<file path="src/rtl/imul_rr_arbiter.sv">
// Round-robin arbiter sharing one iterative multiplier among NREQ requesters.
// One operation in flight; the owner index steers the product back to its requester.
module imul_rr_arbiter #(
   parameter  int unsigned NREQ  = 4,
   parameter  int unsigned NBITS = 32,
   localparam int unsigned GW    = $clog2(NREQ)
) (
   input  logic                    clk,
   input  logic                    reset_n,
   input  logic [NREQ-1:0]         req_val,
   output logic [NREQ-1:0]         req_rdy,
   input  logic [NREQ*2*NBITS-1:0] req_msg,
   output logic [NREQ-1:0]         resp_val,
   input  logic [NREQ-1:0]         resp_rdy,
   output logic [NBITS-1:0]        resp_msg,
   output logic                    mul_istream_val,
   input  logic                    mul_istream_rdy,
   output logic [2*NBITS-1:0]      mul_istream_msg,
   input  logic                    mul_ostream_val,
   output logic                    mul_ostream_rdy,
   input  logic [NBITS-1:0]        mul_ostream_msg,
   output logic [GW-1:0]           owner,
   output logic                    busy,
   output logic [31:0]             op_count
);

   typedef enum logic [1:0] {IDLE, ISSUE, WAIT} state_t;

   state_t            state;
   state_t            state_next;
   logic [GW-1:0]     rr_ptr;
   logic [GW-1:0]     rr_next;
   logic [GW-1:0]     grant_idx;
   logic [GW-1:0]     scan_idx;
   logic              grant_any;
   logic              issue_fire;
   logic              resp_fire;
   logic [2*NBITS-1:0] req_msg_arr [NREQ];

   for (genvar g = 0; g < NREQ; g++) begin : g_msg
      assign req_msg_arr[g] = req_msg[g*2*NBITS +: 2*NBITS];
   end

   // First valid requester scanning upward from rr_ptr, wrapping at NREQ.
   always_comb begin
      grant_any = 1'b0;
      grant_idx = '0;
      scan_idx  = '0;
      for (int unsigned i = 0; i < NREQ; i++) begin
         scan_idx = GW'((32'(rr_ptr) + i) % NREQ);
         if (!grant_any && req_val[scan_idx]) begin
            grant_any = 1'b1;
            grant_idx = scan_idx;
         end
      end
   end

   assign issue_fire = (state == ISSUE) && mul_istream_rdy;
   assign resp_fire  = (state == WAIT) && mul_ostream_val && resp_rdy[owner];
   assign rr_next    = (owner == GW'(NREQ - 1)) ? '0 : owner + 1'b1;

   always_ff @(posedge clk or negedge reset_n) begin
      if (!reset_n) begin
         state <= IDLE;
      end else begin
         state <= state_next;
      end
   end

   always_comb begin
      state_next = state;
      unique case (state)
         IDLE:    if (grant_any)  state_next = ISSUE;
         ISSUE:   if (issue_fire) state_next = WAIT;
         WAIT:    if (resp_fire)  state_next = IDLE;
         default: state_next = IDLE;
      endcase
   end

   always_ff @(posedge clk or negedge reset_n) begin
      if (!reset_n) begin
         owner    <= '0;
         rr_ptr   <= '0;
         op_count <= '0;
      end else begin
         if (state == IDLE && grant_any) begin
            owner <= grant_idx;
         end
         if (resp_fire) begin
            rr_ptr   <= rr_next;
            op_count <= op_count + 32'd1;
         end
      end
   end

   always_comb begin
      req_rdy         = '0;
      resp_val        = '0;
      resp_msg        = '0;
      mul_istream_val = 1'b0;
      mul_istream_msg = '0;
      mul_ostream_rdy = 1'b0;
      busy            = 1'b0;
      unique case (state)
         ISSUE: begin
            busy            = 1'b1;
            mul_istream_val = 1'b1;
            mul_istream_msg = req_msg_arr[owner];
            req_rdy[owner]  = mul_istream_rdy;
         end
         WAIT: begin
            busy            = 1'b1;
            mul_ostream_rdy = resp_rdy[owner];
            resp_val[owner] = mul_ostream_val;
            resp_msg        = mul_ostream_msg;
         end
         default: ;
      endcase
   end

endmodule

</file>
<file path="config.mk">
export PLATFORM = sky130hd
export DESIGN_NAME = imul_rr_arbiter
export DESIGN_NICKNAME = d
export VERILOG_FILES = /design/src/rtl/imul_rr_arbiter.sv
export SDC_FILE = /design/constraint.sdc
export NUM_CORES = 1
export LEC_CHECK = 0
export ABC_CLOCK_PERIOD_IN_PS = 3500
export BUFFER_PORTS_ARGS = -buffer_cell sky130_fd_sc_hd__buf_2
export CAP_MARGIN = 20
export CORE_AREA = 10 10 165 167
export DETAILED_ROUTE_END_ITERATION = 8
export DIE_AREA = 0 0 175 177
export PLACE_DENSITY_LB_ADDON = 0.25
export SLEW_MARGIN = 0
export SYNTH_ARGS = -nofsm -noshare
export SYNTH_HDL_FRONTEND = slang
export SYNTH_SLANG_ARGS = --single-unit
</file>
<file path="constraint.sdc">
create_clock -name clk -period 3.5 [get_ports clk]
set_input_delay 0.525 -clock clk [delete_from_list [all_inputs] [get_ports clk]]
set_output_delay 0.525 -clock clk [all_outputs]
set_load 0.05 [all_outputs]
</file>
==> impl_results.html, run 1 <==
<table>
<tr><th>Metric</th><th>Value</th></tr>
<tr><th colspan="2">Run status</th></tr>
<tr><td>Status</td><td>completed</td></tr>
<tr><th colspan="2">Timing</th></tr>
<tr><td>Share of the cycle needed by the critical path after routing</td><td>81.87%</td></tr>
<tr><td>Max Clock Freq</td><td>349.0 MHz</td></tr>
<tr><td>Slew at the pin with the worst max-slew slack</td><td>0.9636 ns</td></tr>
<tr><td>Least setup slack across all paths after layout</td><td>0.6345 ns</td></tr>
<tr><td>Slew headroom</td><td>35.76%</td></tr>
<tr><td>Unrepaired setup endpoints after global routing</td><td>no</td></tr>
<tr><td>Final count of hold timing violations</td><td>0</td></tr>
<tr><td>Post-Route Setup TNS</td><td>0 ns</td></tr>
<tr><td>Minimum clock period</td><td>2.866 ns</td></tr>
<tr><td>Setup-failing EPs final</td><td>0</td></tr>
<tr><td>Clock skew</td><td>roughly 0.0028 ns</td></tr>
<tr><td>Final-report max-slew violation count</td><td>0</td></tr>
<tr><th colspan="2">Yosys</th></tr>
<tr><td>Simple logic cell fraction of the synthesized area</td><td>27.51%</td></tr>
<tr><td>Most common flop cell mapped by yosys</td><td>sky130_fd_sc_hd__dfrtp_1</td></tr>
<tr><td>Cell count after synthesis</td><td>383</td></tr>
<tr><td>Share of synthesized flip-flops with an asynchronous set or reset</td><td>between 90% and 100%</td></tr>
<tr><td>Portion of netlist area occupied by mux cells</td><td>34.79%</td></tr>
<tr><td>Synth Register Bits</td><td>38</td></tr>
<tr><td>Synthesized-area fraction occupied by ao, oa, aoi and oai cells</td><td>~2.5%</td></tr>
<tr><td>Post-Synthesis Cell Area</td><td>0.004262 sq mm</td></tr>
<tr><td>Total of warnings raised by yosys</td><td>0</td></tr>
<tr><td>Synthesized Nets</td><td>692</td></tr>
<tr><td>Synthesized area per cell</td><td>11.13 sq um</td></tr>
<tr><td>Number of enable-type register cells in the synthesized netlist</td><td>0</td></tr>
<tr><td>Count of different cell masters after synthesis</td><td>45</td></tr>
<tr><td>Post-synthesis share of cell area spent on xor and xnor gates</td><td>6.371%</td></tr>
<tr><td>Adder-cell area share of the yosys netlist</td><td>2.642%</td></tr>
<tr><td>Share of synthesized area occupied by flip-flops and latches</td><td>between 20% and 30%</td></tr>
<tr><td>Main combinational cell family by area after synthesis</td><td>multiplexers</td></tr>
<tr><th colspan="2">Pwr</th></tr>
<tr><td>Reg power frac</td><td>13.6%</td></tr>
<tr><td>Cell area power density</td><td>776.5 mW/mm^2</td></tr>
<tr><td>Switching power total</td><td>3.120 mW</td></tr>
<tr><td>Internal portion of total power</td><td>around 2.3 mW</td></tr>
<tr><td>Static power due to leakage</td><td>3.769 nW</td></tr>
<tr><td>Switching power share of the total</td><td>a little under three fifths</td></tr>
<tr><td>Clock network fraction of design power</td><td>9.3%</td></tr>
<tr><td>VDD IR max</td><td>0.4394 mV</td></tr>
<tr><td>Combinational fraction of design power</td><td>77.1%</td></tr>
<tr><th colspan="2">Global routing</th></tr>
<tr><td>Total gr overflow</td><td>0</td></tr>
<tr><td>Maximum number of pins on one net before global-route repair</td><td>43</td></tr>
<tr><td>Via count of the first global-routing pass</td><td>~5,000</td></tr>
<tr><td>Global-route wire length before repair</td><td>34,930 um</td></tr>
<tr><td>Antenna violations before repair</td><td>6</td></tr>
<tr><td>GRT Resource Usage Total</td><td>14.51%</td></tr>
<tr><th colspan="2">Clocking</th></tr>
<tr><td>Number of H-tree branching levels</td><td>2</td></tr>
<tr><td>Gates resized, CTS repair</td><td>0</td></tr>
<tr><td># hold bufs at CTS</td><td>0</td></tr>
<tr><td>Maximum root-to-sink buffer count</td><td>2</td></tr>
<tr><td>Buffer cell driving the clock tree root</td><td>sky130_fd_sc_hd__clkbuf_16</td></tr>
<tr><td>Clock insertion delay at the later pin of the skew report</td><td>0.28 ns</td></tr>
<tr><td>Clk sink count</td><td>38</td></tr>
<tr><td>Clock tree from TritonCTS</td><td>built</td></tr>
<tr><td>CTS clk-pin slew, worst paths</td><td>0.06 ns</td></tr>
<tr><td>Buffer count from post-CTS setup fixing</td><td>0</td></tr>
<tr><td>TritonCTS buffer count</td><td>5</td></tr>
<tr><th colspan="2">Hold path</th></tr>
<tr><td>Worst hold path class</td><td>primary input to async pin</td></tr>
<tr><th colspan="2">Floorplanning</th></tr>
<tr><td>Die Y-Extent</td><td>177 um</td></tr>
<tr><td>Core Box Area</td><td>0.02396 sq mm</td></tr>
<tr><td>Die extent in x</td><td>approximately 180 um</td></tr>
<tr><td>Die area</td><td>0.03098 sq mm</td></tr>
<tr><td>I/O pin count</td><td>441</td></tr>
<tr><td>Row cnt</td><td>57</td></tr>
<tr><td>Initial core utilization</td><td>17.78%</td></tr>
<tr><th colspan="2">Route</th></tr>
<tr><td>Average routed wire per standard cell</td><td>21.81 um</td></tr>
<tr><td>First-pass detailed-route iteration total</td><td>4</td></tr>
<tr><td>DRC violation count after routing</td><td>0</td></tr>
<tr><td>Vias after detailed routing</td><td>between 4,000 and 5,000</td></tr>
<tr><td>Starting DRC count in detailed routing</td><td>~300</td></tr>
<tr><td>Detailed Route WL</td><td>between 20,000 and 25,000 um</td></tr>
<tr><td>Number of vias per cell</td><td>4.367</td></tr>
<tr><td>Antenna viol nets, final</td><td>0</td></tr>
<tr><th colspan="2">Cells and area</th></tr>
<tr><td>Final layout net count</td><td>between 1,000 and 1,500</td></tr>
<tr><td>Share of cells above drive strength 1</td><td>66.63%</td></tr>
<tr><td>Reg area</td><td>approximately 960 sq um</td></tr>
<tr><td>Fill cell instance count of the final layout</td><td>approximately 2,600</td></tr>
<tr><td>Area Overhead vs Synth</td><td>64.00%</td></tr>
<tr><td>Footprint of the multi-input gates</td><td>0.003148 sq mm</td></tr>
<tr><td>Final cell area excluding filler cells</td><td>0.006989 sq mm</td></tr>
<tr><th colspan="2">Setup path</th></tr>
<tr><td>Critical setup path kind</td><td>register to primary output</td></tr>
<tr><td>Required time at the worst-slack endpoint</td><td>between 2 and 3 ns</td></tr>
<tr><td>Nature of the critical path endpoint</td><td>primary output</td></tr>
<tr><td>Arr. time, crit path</td><td>between 2 and 2.5 ns</td></tr>
<tr><td>Worst-path fanout max</td><td>33</td></tr>
<tr><td>Critical Path Start Type</td><td>register</td></tr>
<tr><th colspan="2">Placement</th></tr>
<tr><td>Final Wtd Congestion</td><td>0.8666</td></tr>
<tr><td>Port-buffer cells</td><td>between 400 and 500</td></tr>
<tr><td>Area post-placement</td><td>between 0.006 and 0.007 sq mm</td></tr>
<tr><td>Post-placement setup slack</td><td>0.8544 ns</td></tr>
<tr><td>HPWL reported at the end of detailed placement</td><td>21,500 um</td></tr>
<tr><th colspan="2">Job</th></tr>
<tr><td>Reported max-cap violation count</td><td>0</td></tr>
</table>
[worst paths after layout]
kind                              start            endpoint  slack (ns)  cells after the start
setup / recovery               owner[0]  mul_istream_msg[0]        0.63                      4
hold / removal                  reset_n         op_count[6]        0.36                      1
setup reg to reg               owner[1]        op_count[22]        1.06                      4
hold reg to reg            op_count[31]        op_count[31]        0.46                      1
max in group asynchronous       reset_n            owner[0]        2.51                      1
min in group clk           op_count[31]        op_count[31]        0.46                      1
[per-stage QoR]
stage | hold WS [ns] | instances | total power, mW | util [%]
final | 0.3600 | 1131 | 5.427 | 29.17
after floorplan | 0.2294 | 383 | 3.911 | -
after global routing | 0.4421 | 1131 | 5.749 | 29.17
after global placement | 0.4553 | 1122 | 4.983 | 28.47
after CTS | 0.3979 | 1130 | 5.513 | 29.16
after detailed placement | 0.4589 | 1122 | 4.992 | 28.47
[cell families (layout without fill, tap and decap cells)]
group	Yosys count	after routing
AND/OR/NAND/NOR	182	182
multiplexers	68	68
buffers and inverters	39	462
flip-flops	38	38
XOR/XNOR	31	31
AO/OA/AOI/OAI	16	16
adder cells (fa/ha/maj)	9	9
other	0	1
[routing by layer]
metal | wire (um) | share of wire (%) | up-vias | GRT usage [%]
met5 | 27 | 0.11 | - | 0
met4 | 206 | 0.83 | 4 | 1.590
met3 | 1763 | 7.1 | 21 | 3.328
met2 | 12850 | 52 | 243 | 25.78
met1 | 9825 | 40 | 2398 | 18.06
li1 | - | - | 2273 | -
[worst max-delay path, stage by stage, from the launching register on]
cell and delay, ns:
sky130_fd_sc_hd__dfrtp_4 0.78, sky130_fd_sc_hd__buf_4 0.33, sky130_fd_sc_hd__mux4_2 0.52, sky130_fd_sc_hd__and2_1 0.20, sky130_fd_sc_hd__buf_2 0.22
[registers in the layout (all words and copies together), names as in the netlist]
name	count
op_count	32
owner	2
rr_ptr	2
state	2
[power by group through the flow]
| stage | logic, mW | registers [mW] | clock network (mW) |
|---|---|---|---|
| floorplan | 3.28 | 0.636 | 0 |
| global placement | 4.22 | 0.758 | 0 |
| detailed placement | 4.23 | 0.759 | 0 |
| CTS | 4.24 | 0.750 | 0.526 |
| global route | 4.43 | 0.773 | 0.541 |
| finish | 4.18 | 0.736 | 0.507 |
[layout by cell type (no fill, tap or decap), types with 2 or more instances in the layout]
master / count
sky130_fd_sc_hd__ha_1: 8
sky130_fd_sc_hd__nor4_2: 5
sky130_fd_sc_hd__clkbuf_16: 5
sky130_fd_sc_hd__buf_4: 6
sky130_fd_sc_hd__nor4b_1: 4
sky130_fd_sc_hd__mux4_2: 64
sky130_fd_sc_hd__nand2_1: 19
sky130_fd_sc_hd__and2_1: 97
sky130_fd_sc_hd__o21ai_0: 4
sky130_fd_sc_hd__and3_1: 11
sky130_fd_sc_hd__buf_2: 440
sky130_fd_sc_hd__mux2i_1: 3
sky130_fd_sc_hd__dfrtp_1: 36
sky130_fd_sc_hd__clkinv_2: 2
sky130_fd_sc_hd__dfrtp_4: 2
sky130_fd_sc_hd__xor2_1: 22
sky130_fd_sc_hd__and4_1: 3
sky130_fd_sc_hd__a21oi_1: 3
sky130_fd_sc_hd__xnor2_1: 9
sky130_fd_sc_hd__buf_12: 2
sky130_fd_sc_hd__nor3_1: 7
sky130_fd_sc_hd__nor4_1: 3
sky130_fd_sc_hd__nand3_1: 12
sky130_fd_sc_hd__nor2_1: 2
sky130_fd_sc_hd__nand3b_1: 3
sky130_fd_sc_hd__o22ai_1: 2
sky130_fd_sc_hd__nand4_1: 5
sky130_fd_sc_hd__inv_1: 6
[synthesized netlist by cell type (5+ instances only)]
cell	n	area share, %
sky130_fd_sc_hd__and2_1	97	14
sky130_fd_sc_hd__and3_1	11	1.6
sky130_fd_sc_hd__buf_2	9	1.1
sky130_fd_sc_hd__clkbuf_1	19	1.7
sky130_fd_sc_hd__dfrtp_1	38	22
sky130_fd_sc_hd__ha_1	9	2.6
sky130_fd_sc_hd__inv_1	6	0.53
sky130_fd_sc_hd__mux4_2	64	34
sky130_fd_sc_hd__nand2_1	19	1.7
sky130_fd_sc_hd__nand3_1	12	1.4
sky130_fd_sc_hd__nand4_1	5	0.73
sky130_fd_sc_hd__nor3_1	7	0.82
sky130_fd_sc_hd__nor4_2	5	1.5
sky130_fd_sc_hd__xnor2_1	9	1.8
sky130_fd_sc_hd__xor2_1	22	4.5
[area by class of cell]
| type | count | area share [%] |
|---|---|---|
| inverter | 6 | 0.3222 |
| clock inverter | 3 | 0.5729 |
| timing repair buffer | 448 | 32.72 |
| antenna | 1 | 0.03580 |
| sequential | 38 | 13.71 |
| multi-input combinational | 306 | 45.04 |
| clock buffer | 5 | 1.790 |
| tap | 324 | 5.800 |
No activity file was read; power rests on OpenSTA's default activity.
==> inputs of run 2 (changes only) <==
Settings changed: ABC_CLOCK_PERIOD_IN_PS 3500 to 2800, CORE_AREA 10 10 165 167 to 10 10 162 164, DIE_AREA 0 0 175 177 to 0 0 172 174.
Clock period 3.5 ns to 2.8 ns, I/O delays scaled along.
==> run 2 against run 1 <==
  * First-iteration DRC count grew 2.7%
  * Routed wire length grew 9.1%
  * Combinational power grew 32%
  * Sequential cell count is the same
  * Cell count shrank 2.1%
  * Final area is essentially flat
  * Die area shrank 3.4%
  * Clock power grew 13%
  * Hold slack lost 0.091 ns
  * Critical path type unchanged
  * Highest routed layer unchanged
==> impl_results.html, run 2 (same netlist as run 1, synthesis figures left out) <==
<table>
<tr><th>Metric</th><th>Value</th></tr>
<tr><th colspan="2">Floorplanning</th></tr>
<tr><td>Die Y-Extent</td><td>174 um (was 177 um)</td></tr>
<tr><td>Core Box Area</td><td>0.02312 sq mm (was 0.02396 sq mm)</td></tr>
<tr><td>Initial core utilization</td><td>18.43% (was 17.78%)</td></tr>
<tr><td>Row cnt</td><td>56 (was 57)</td></tr>
<tr><td>Die area</td><td>0.02993 sq mm (was 0.03098 sq mm)</td></tr>
<tr><td>Die extent in x</td><td>172 um (was 175 um)</td></tr>
<tr><td>I/O pin count</td><td>441 (unchanged)</td></tr>
<tr><th colspan="2">Clocking</th></tr>
<tr><td>Maximum root-to-sink buffer count</td><td>2 (unchanged)</td></tr>
<tr><td># hold bufs at CTS</td><td>0 (unchanged)</td></tr>
<tr><td>TritonCTS buffer count</td><td>5 (unchanged)</td></tr>
<tr><td>Clk sink count</td><td>38 (unchanged)</td></tr>
<tr><td>Clock insertion delay at the later pin of the skew report</td><td>0.28 ns (about the same)</td></tr>
<tr><td>Buffer count from post-CTS setup fixing</td><td>0 (unchanged)</td></tr>
<tr><td>Buffer cell driving the clock tree root</td><td>sky130_fd_sc_hd__clkbuf_16 (unchanged)</td></tr>
<tr><td>Gates resized, CTS repair</td><td>0 (unchanged)</td></tr>
<tr><td>Clock tree from TritonCTS</td><td>built (unchanged)</td></tr>
<tr><td>CTS clk-pin slew, worst paths</td><td>0.06 ns (about the same)</td></tr>
<tr><td>Number of H-tree branching levels</td><td>2 (unchanged)</td></tr>
<tr><th colspan="2">Pwr</th></tr>
<tr><td>VDD IR max</td><td>0.4013 mV (was 0.4394 mV)</td></tr>
<tr><td>Switching power total</td><td>3.952 mW (was 3.120 mW)</td></tr>
<tr><td>PnR Total Power</td><td>6.802 mW (was 5.427 mW)</td></tr>
<tr><td>Internal portion of total power</td><td>2.850 mW (was 2.307 mW)</td></tr>
<tr><td>Reg power frac</td><td>10.8% (was 13.6%)</td></tr>
<tr><td>Combinational fraction of design power</td><td>80.8% (was 77.1%)</td></tr>
<tr><td>Switching power share of the total</td><td>58.10% (was 57.49%)</td></tr>
<tr><td>Cell area power density</td><td>973.9 mW/mm^2 (was 776.5 mW/mm^2)</td></tr>
<tr><td>Clock network fraction of design power</td><td>8.4% (was 9.3%)</td></tr>
<tr><td>Static power due to leakage</td><td>3.779 nW (was 3.769 nW)</td></tr>
<tr><th colspan="2">Setup path</th></tr>
<tr><td>Nature of the critical path endpoint</td><td>primary output (unchanged)</td></tr>
<tr><td>Cell breakdown of the critical path</td><td>buf_12 -&gt; mux4_2 -&gt; and2_1 -&gt; buf_2 (was buf_4 -&gt; mux4_2 -&gt; and2_1 -&gt; buf_2)</td></tr>
<tr><td>Required time at the worst-slack endpoint</td><td>2.38 ns (was 2.97 ns)</td></tr>
<tr><td>CP max stage cell</td><td>sky130_fd_sc_hd__mux4_2 (was sky130_fd_sc_hd__dfrtp_4)</td></tr>
<tr><td>Arr. time, crit path</td><td>2.07 ns (was 2.34 ns)</td></tr>
<tr><td>R2r setup slk</td><td>0.65 ns (was 1.06 ns)</td></tr>
<tr><td>Worst stage delay on the critical path</td><td>0.55 ns (was 0.78 ns)</td></tr>
<tr><td>Critical Path Start Type</td><td>register (unchanged)</td></tr>
<tr><td>Worst-path fanout max</td><td>37 (was 33)</td></tr>
<tr><td>Critical setup path kind</td><td>register to primary output (unchanged)</td></tr>
<tr><th colspan="2">Cells and area</th></tr>
<tr><td>Footprint of the multi-input gates</td><td>0.003148 sq mm (unchanged)</td></tr>
<tr><td>Most common cell after layout, fill and taps aside</td><td>sky130_fd_sc_hd__buf_2 (unchanged)</td></tr>
<tr><td>Final layout net count</td><td>1,118 (was 1,114)</td></tr>
<tr><td>Highest-count cells in the layout ignoring fill and taps</td><td>440 x sky130_fd_sc_hd__buf_2, 97 x sky130_fd_sc_hd__and2_1, 64 x sky130_fd_sc_hd__mux4_2 (unchanged)</td></tr>
<tr><td>Fill cell instance count of the final layout</td><td>2,467 (was 2,567)</td></tr>
<tr><td>Max FFs per register</td><td>32 (unchanged)</td></tr>
<tr><td>Most flops, register</td><td>op_count (unchanged)</td></tr>
<tr><td>Share of cells above drive strength 1</td><td>66.63% (about the same)</td></tr>
<tr><td>Area Overhead vs Synth</td><td>63.89% (was 64.00%)</td></tr>
<tr><td>Reg area</td><td>958.4 sq um (unchanged)</td></tr>
<tr><td>Count of non-filler cells in the finished layout</td><td>1,107 (was 1,131)</td></tr>
<tr><td>Final core area utilization</td><td>30.21% (was 29.17%)</td></tr>
<tr><td>Final cell area excluding filler cells</td><td>0.006984 sq mm (was 0.006989 sq mm)</td></tr>
<tr><th colspan="2">Timing</th></tr>
<tr><td>Unrepaired setup endpoints after global routing</td><td>no (unchanged)</td></tr>
<tr><td>Final count of hold timing violations</td><td>0 (unchanged)</td></tr>
<tr><td>Slew headroom</td><td>39.60% (was 35.76%)</td></tr>
<tr><td>Minimum clock period</td><td>between 2 and 2.5 ns</td></tr>
<tr><td>Worst hold slack after final layout</td><td>0.2685 ns (was 0.3600 ns)</td></tr>
<tr><td>Least setup slack across all paths after layout</td><td>0.3107 ns (was 0.6345 ns)</td></tr>
<tr><td>Final-report max-slew violation count</td><td>0 (unchanged)</td></tr>
<tr><td>Slew at the pin with the worst max-slew slack</td><td>0.9060 ns (was 0.9636 ns)</td></tr>
<tr><td>Setup-failing EPs final</td><td>0 (unchanged)</td></tr>
<tr><td>Clock skew</td><td>0.003945 ns (was 0.002758 ns)</td></tr>
<tr><td>Share of the cycle needed by the critical path after routing</td><td>88.90%</td></tr>
<tr><td>Post-Route Setup TNS</td><td>0 ns (unchanged)</td></tr>
<tr><td>Max Clock Freq</td><td>approximately 400 MHz</td></tr>
<tr><th colspan="2">Global routing</th></tr>
<tr><td>GRT Resource Usage Total</td><td>16.70% (was 14.51%)</td></tr>
<tr><td>Maximum number of pins on one net before global-route repair</td><td>55 (was 43)</td></tr>
<tr><td>Antenna violations before repair</td><td>11 (was 6)</td></tr>
<tr><td>Total gr overflow</td><td>0 (unchanged)</td></tr>
<tr><td>Global-route wire length before repair</td><td>37,700 um (was 34,930 um)</td></tr>
<tr><td>Via count of the first global-routing pass</td><td>5,269 (was 5,048)</td></tr>
<tr><th colspan="2">Job</th></tr>
<tr><td>Reported max-cap violation count</td><td>0 (unchanged)</td></tr>
<tr><th colspan="2">Route</th></tr>
<tr><td>DRC violation count after routing</td><td>0 (unchanged)</td></tr>
<tr><td>Detailed Route WL</td><td>26,930 um (was 24,670 um)</td></tr>
<tr><td>Vias after detailed routing</td><td>4,957 (was 4,939)</td></tr>
<tr><td>Starting DRC count in detailed routing</td><td>305 (was 297)</td></tr>
<tr><td>Average routed wire per standard cell</td><td>24.32 um (was 21.81 um)</td></tr>
<tr><td>Number of vias per cell</td><td>4.478 (was 4.367)</td></tr>
<tr><td>First-pass detailed-route iteration total</td><td>4 (unchanged)</td></tr>
<tr><td>Antenna viol nets, final</td><td>0 (unchanged)</td></tr>
<tr><th colspan="2">Placement</th></tr>
<tr><td>Area post-placement</td><td>0.006822 sq mm (unchanged)</td></tr>
<tr><td>Post-placement setup slack</td><td>0.5822 ns (was 0.8544 ns)</td></tr>
<tr><td>HPWL reported at the end of detailed placement</td><td>23,440 um (was 21,500 um)</td></tr>
<tr><td>Placed cell count</td><td>1,092 (was 1,122)</td></tr>
<tr><td>Port-buffer cells</td><td>440 (unchanged)</td></tr>
<tr><td>Final Wtd Congestion</td><td>0.9284 (was 0.8666)</td></tr>
<tr><th colspan="2">Run status</th></tr>
<tr><td>Status</td><td>completed (unchanged)</td></tr>
<tr><th colspan="2">Hold path</th></tr>
<tr><td>Worst hold path class</td><td>primary input to async pin (unchanged)</td></tr>
</table>
## run 2: layout make-up
| class | instances | area share [%] |
|---|---|---|
| diodes | 8 | 0.2866 |
| multi-input cells | 306 | 45.07 |
| repair buffers | 452 | 33.36 |
| inverters | 6 | 0.3225 |
| clock buffers | 7 | 2.042 |
| flip-flops and latches | 38 | 13.72 |
| well taps | 290 | 5.195 |
## run 2: worst paths after layout
check,startpoint,end,depth (start not counted)
worst min register to register,op_count[31],op_count[31],1
min in group clk,op_count[31],op_count[31],1
worst max register to register,state[0],op_count[11],7
worst min-delay path,reset_n,op_count[16],1
worst max-delay path,owner[0],mul_istream_msg[31],4
max in group asynchronous,reset_n,owner[1],1
## run 2: power by group through the flow
stage          clock network (mW)  registers (mW)  logic, mW
3_3_place_gp                    0           0.745       5.56
6_report                    0.573           0.732       5.50
4_1_cts                     0.591           0.738       5.56
5_1_grt                     0.608           0.754       5.85
3_5_place_dp                    0           0.746       5.56
2_1_floorplan                   0           0.795       4.09
## run 2: layer usage
metal	track usage, %	vias to the layer above	part of all wire, %
met1	19.49	2389	38
met2	28.42	241	50
met4	4.923	8	2.0
met5	0	-	0.17
li1	-	2287	-
met3	5.301	32	9.9
## run 2: worst max-delay path, delay by kind of cell, from the launching register on
family	cells	cell delay (ns)
mux	1	0.55
flops	1	0.52
buf+inv	2	0.51
simple gates	1	0.17
==> inputs of run 3 (changes only) <==
--- a/config.mk
+++ b/config.mk
@@ -13,3 +13,3 @@
 export DIE_AREA = 0 0 172 174
-export PLACE_DENSITY_LB_ADDON = 0.25
+export PLACE_DENSITY_LB_ADDON = 0.15
 export SLEW_MARGIN = 0
==> constraint.sdc (replaced) <==
create_clock -name clk -period 2.8 [get_ports clk]
set_input_delay 0.14 -clock clk [delete_from_list [all_inputs] [get_ports clk]]
set_output_delay 0.14 -clock clk [all_outputs]
set_load 0.05 [all_outputs]
==> run 3 against run 2 <==
  * The flow now finishes with violations (hold timing)
  * Power about the same
  * Non-clock buffer count down 1
  * Setup slack better by 0.15 ns
  * Critical path type unchanged
  * Critical endpoint is now mul_istream_msg[26]
  * Largest power group unchanged
==> impl_results.html, run 3 (same netlist as run 1, synthesis figures left out) <==
<table>
<tr><th>Metric</th><th>Value</th></tr>
<tr><th colspan="2">Run status</th></tr>
<tr><td>Status</td><td>finished, violations left (was completed)</td></tr>
<tr><td>Violated checks</td><td>hold timing</td></tr>
<tr><th colspan="2">Timing</th></tr>
<tr><td>Least setup slack across all paths after layout</td><td>0.4602 ns (was 0.3107 ns)</td></tr>
<tr><td>Clock skew</td><td>0.003433 ns (was 0.003945 ns)</td></tr>
<tr><td>Slew at the pin with the worst max-slew slack</td><td>0.9179 ns (was 0.9060 ns)</td></tr>
<tr><td>Final count of hold timing violations</td><td>4 (was 0)</td></tr>
<tr><td>Setup-failing EPs final</td><td>0 (unchanged)</td></tr>
<tr><td>Worst hold slack after final layout</td><td>-0.003133 ns (was 0.2685 ns)</td></tr>
<tr><td>Unrepaired setup endpoints after global routing</td><td>no (unchanged)</td></tr>
<tr><td>Minimum clock period</td><td>2.340 ns (was 2.489 ns)</td></tr>
<tr><td>Final-report max-slew violation count</td><td>0 (unchanged)</td></tr>
<tr><td>Max Clock Freq</td><td>427.4 MHz (was 401.7 MHz)</td></tr>
<tr><td>Post-Route Setup TNS</td><td>0 ns (unchanged)</td></tr>
<tr><td>Slew headroom</td><td>38.81% (was 39.60%)</td></tr>
<tr><td>Share of the cycle needed by the critical path after routing</td><td>83.57% (was 88.90%)</td></tr>
<tr><th colspan="2">Setup path</th></tr>
<tr><td>Count of buffering cells on the critical path with inverters included</td><td>2 (unchanged)</td></tr>
<tr><td>Critical setup path kind</td><td>register to primary output (unchanged)</td></tr>
<tr><td>Worst-path fanout max</td><td>24 (was 37)</td></tr>
<tr><td>Critical Path Start Type</td><td>register (unchanged)</td></tr>
<tr><td>Cell breakdown of the critical path</td><td>buf_4 -&gt; mux4_2 -&gt; and2_1 -&gt; buf_2 (was buf_12 -&gt; mux4_2 -&gt; and2_1 -&gt; buf_2)</td></tr>
<tr><td>Nature of the critical path endpoint</td><td>primary output (unchanged)</td></tr>
<tr><td>CP max stage cell</td><td>sky130_fd_sc_hd__dfrtp_4 (was sky130_fd_sc_hd__mux4_2)</td></tr>
<tr><td>Required time at the worst-slack endpoint</td><td>2.66 ns (was 2.38 ns)</td></tr>
<tr><td>Worst stage delay on the critical path</td><td>0.72 ns (was 0.55 ns)</td></tr>
<tr><td>R2r setup slk</td><td>0.67 ns (was 0.65 ns)</td></tr>
<tr><td>Arr. time, crit path</td><td>2.20 ns (was 2.07 ns)</td></tr>
<tr><td>Worst path top cell family by delay</td><td>flip-flops (was multiplexers)</td></tr>
<tr><th colspan="2">Floorplanning</th></tr>
<tr><td>Initial core utilization</td><td>18.43% (unchanged)</td></tr>
<tr><td>Die area</td><td>0.02993 sq mm (unchanged)</td></tr>
<tr><td>Row cnt</td><td>56 (unchanged)</td></tr>
<tr><td>Die Y-Extent</td><td>174 um (unchanged)</td></tr>
<tr><td>I/O pin count</td><td>441 (unchanged)</td></tr>
<tr><td>Core Box Area</td><td>0.02312 sq mm (unchanged)</td></tr>
<tr><td>Die extent in x</td><td>172 um (unchanged)</td></tr>
<tr><th colspan="2">Route</th></tr>
<tr><td>Average routed wire per standard cell</td><td>23.64 um (was 24.32 um)</td></tr>
<tr><td>Detailed Route WL</td><td>26,290 um (was 26,930 um)</td></tr>
<tr><td>First-pass detailed-route iteration total</td><td>4 (unchanged)</td></tr>
<tr><td>Starting DRC count in detailed routing</td><td>241 (was 305)</td></tr>
<tr><td>Number of vias per cell</td><td>4.422 (was 4.478)</td></tr>
<tr><td>Vias after detailed routing</td><td>4,917 (was 4,957)</td></tr>
<tr><td>Antenna viol nets, final</td><td>0 (unchanged)</td></tr>
<tr><td>DRC violation count after routing</td><td>0 (unchanged)</td></tr>
<tr><th colspan="2">Cells and area</th></tr>
<tr><td>Most common cell after layout, fill and taps aside</td><td>sky130_fd_sc_hd__buf_2 (unchanged)</td></tr>
<tr><td>Final layout net count</td><td>1,117 (was 1,118)</td></tr>
<tr><td>Highest-count cells in the layout ignoring fill and taps</td><td>440 x sky130_fd_sc_hd__buf_2, 97 x sky130_fd_sc_hd__and2_1, 64 x sky130_fd_sc_hd__mux4_2 (unchanged)</td></tr>
<tr><td>Final core area utilization</td><td>30.25% (was 30.21%)</td></tr>
<tr><td>Final cell area excluding filler cells</td><td>0.006995 sq mm (was 0.006984 sq mm)</td></tr>
<tr><td>Reg area</td><td>958.4 sq um (unchanged)</td></tr>
<tr><td>Max FFs per register</td><td>32 (unchanged)</td></tr>
<tr><td>Most flops, register</td><td>op_count (unchanged)</td></tr>
<tr><td>Fill cell instance count of the final layout</td><td>2,499 (was 2,467)</td></tr>
<tr><td>Footprint of the multi-input gates</td><td>0.003148 sq mm (unchanged)</td></tr>
<tr><td>Area Overhead vs Synth</td><td>64.15% (was 63.89%)</td></tr>
<tr><td>Share of cells above drive strength 1</td><td>66.38% (was 66.63%)</td></tr>
<tr><th colspan="2">Clocking</th></tr>
<tr><td>Buffer cell driving the clock tree root</td><td>sky130_fd_sc_hd__clkbuf_16 (unchanged)</td></tr>
<tr><td>Clock tree from TritonCTS</td><td>built (unchanged)</td></tr>
<tr><td>Buffer count from post-CTS setup fixing</td><td>0 (unchanged)</td></tr>
<tr><td>Number of H-tree branching levels</td><td>2 (unchanged)</td></tr>
<tr><td>Maximum root-to-sink buffer count</td><td>2 (unchanged)</td></tr>
<tr><td># hold bufs at CTS</td><td>0 (unchanged)</td></tr>
<tr><td>CTS clk-pin slew, worst paths</td><td>0.06 ns (about the same)</td></tr>
<tr><td>Clock insertion delay at the later pin of the skew report</td><td>0.27 ns (was 0.28 ns)</td></tr>
<tr><td>Clk sink count</td><td>38 (unchanged)</td></tr>
<tr><td>Gates resized, CTS repair</td><td>0 (unchanged)</td></tr>
<tr><td>TritonCTS buffer count</td><td>5 (unchanged)</td></tr>
<tr><th colspan="2">Job</th></tr>
<tr><td>Reported max-cap violation count</td><td>0 (unchanged)</td></tr>
<tr><th colspan="2">Placement</th></tr>
<tr><td>Area post-placement</td><td>0.006827 sq mm (was 0.006822 sq mm)</td></tr>
<tr><td>HPWL reported at the end of detailed placement</td><td>22,720 um (was 23,440 um)</td></tr>
<tr><td>Port-buffer cells</td><td>440 (unchanged)</td></tr>
<tr><td>Final Wtd Congestion</td><td>0.8875 (was 0.9284)</td></tr>
<tr><td>Post-placement setup slack</td><td>0.6482 ns (was 0.5822 ns)</td></tr>
<tr><th colspan="2">Global routing</th></tr>
<tr><td>Antenna violations before repair</td><td>17 (was 11)</td></tr>
<tr><td>GRT Resource Usage Total</td><td>16.31% (was 16.70%)</td></tr>
<tr><td>Total gr overflow</td><td>0 (unchanged)</td></tr>
<tr><td>Global-route wire length before repair</td><td>36,870 um (was 37,700 um)</td></tr>
<tr><td>Maximum number of pins on one net before global-route repair</td><td>71 (was 55)</td></tr>
<tr><td>Via count of the first global-routing pass</td><td>5,233 (was 5,269)</td></tr>
<tr><th colspan="2">Pwr</th></tr>
<tr><td>Static power due to leakage</td><td>3.775 nW (was 3.779 nW)</td></tr>
<tr><td>Cell area power density</td><td>971.8 mW/mm^2 (was 973.9 mW/mm^2)</td></tr>
<tr><td>VDD IR max</td><td>0.3983 mV (was 0.4013 mV)</td></tr>
<tr><th colspan="2">Hold path</th></tr>
<tr><td>Worst hold path class</td><td>primary input to async pin (unchanged)</td></tr>
</table>
==> run 3: cell count changes in the layout (fill, tap and decap cells not counted) <==
cell	before	now
sky130_fd_sc_hd__diode_2	8	13
sky130_fd_sc_hd__buf_4	9	7
sky130_fd_sc_hd__clkbuf_1	1	3
sky130_fd_sc_hd__buf_12	3	4
sky130_fd_sc_hd__clkbuf_8	1	0
==> run 3: worst register-to-register path, cell delays in order, from the launching register on <==
cell                      delay (ns)
sky130_fd_sc_hd__dfrtp_1        0.40
sky130_fd_sc_hd__inv_1          0.11
sky130_fd_sc_hd__ha_1           0.34
sky130_fd_sc_hd__nand3_1        0.14
sky130_fd_sc_hd__o22a_1         0.24
sky130_fd_sc_hd__buf_4          0.24
sky130_fd_sc_hd__nor4_1         0.42
sky130_fd_sc_hd__xor2_1         0.17
==> run 3: area by class of cell <==
cell class	instances	share of cell area [%]
tap	290	5.187
timing repair buffer	451	33.38
sequential	38	13.70
inverter	6	0.3219
clock buffer	8	1.950
antenna	13	0.4650
multi-input combinational	306	45.00
==> run 3: per-layer routing <==
metal | share of wire [%] | global-route usage [%] | wire, um | vias to the layer above
met5 | 0.17 | 0 | 45 | -
met4 | 1.5 | 4.671 | 385 | 8
met3 | 9.3 | 5.686 | 2437 | 26
met2 | 52 | 28.89 | 13660 | 216
met1 | 37 | 17.82 | 9761 | 2369
li1 | - | - | - | 2298
==> run 3: report_power, final <==
group          internal [mW]  switching, mW  leakage (nW)  total, mW
combinational           1.90           3.57          3.20       5.47
sequential             0.622          0.161         0.514      0.783
clock                  0.332          0.214        0.0652      0.546
==> run 3: final timing paths <==
check / startpoint / end / depth (start not counted)
min in group clk: req_val[1] / owner[0] / 3
worst max register to register: state[0] / op_count[11] / 7
worst min-delay path: reset_n / op_count[21] / 1
worst min register to register: op_count[31] / op_count[31] / 1
worst max-delay path: owner[0] / mul_istream_msg[26] / 4
max in group asynchronous: reset_n / owner[1] / 1
==> run 3: stage by stage <==
step	power [mW]	std cells
6_report	6.799	1112
5_1_grt	7.229	1109
4_1_cts	6.903	1099
3_5_place_dp	6.339	1091
3_3_place_gp	6.355	1091
2_1_floorplan	4.889	383
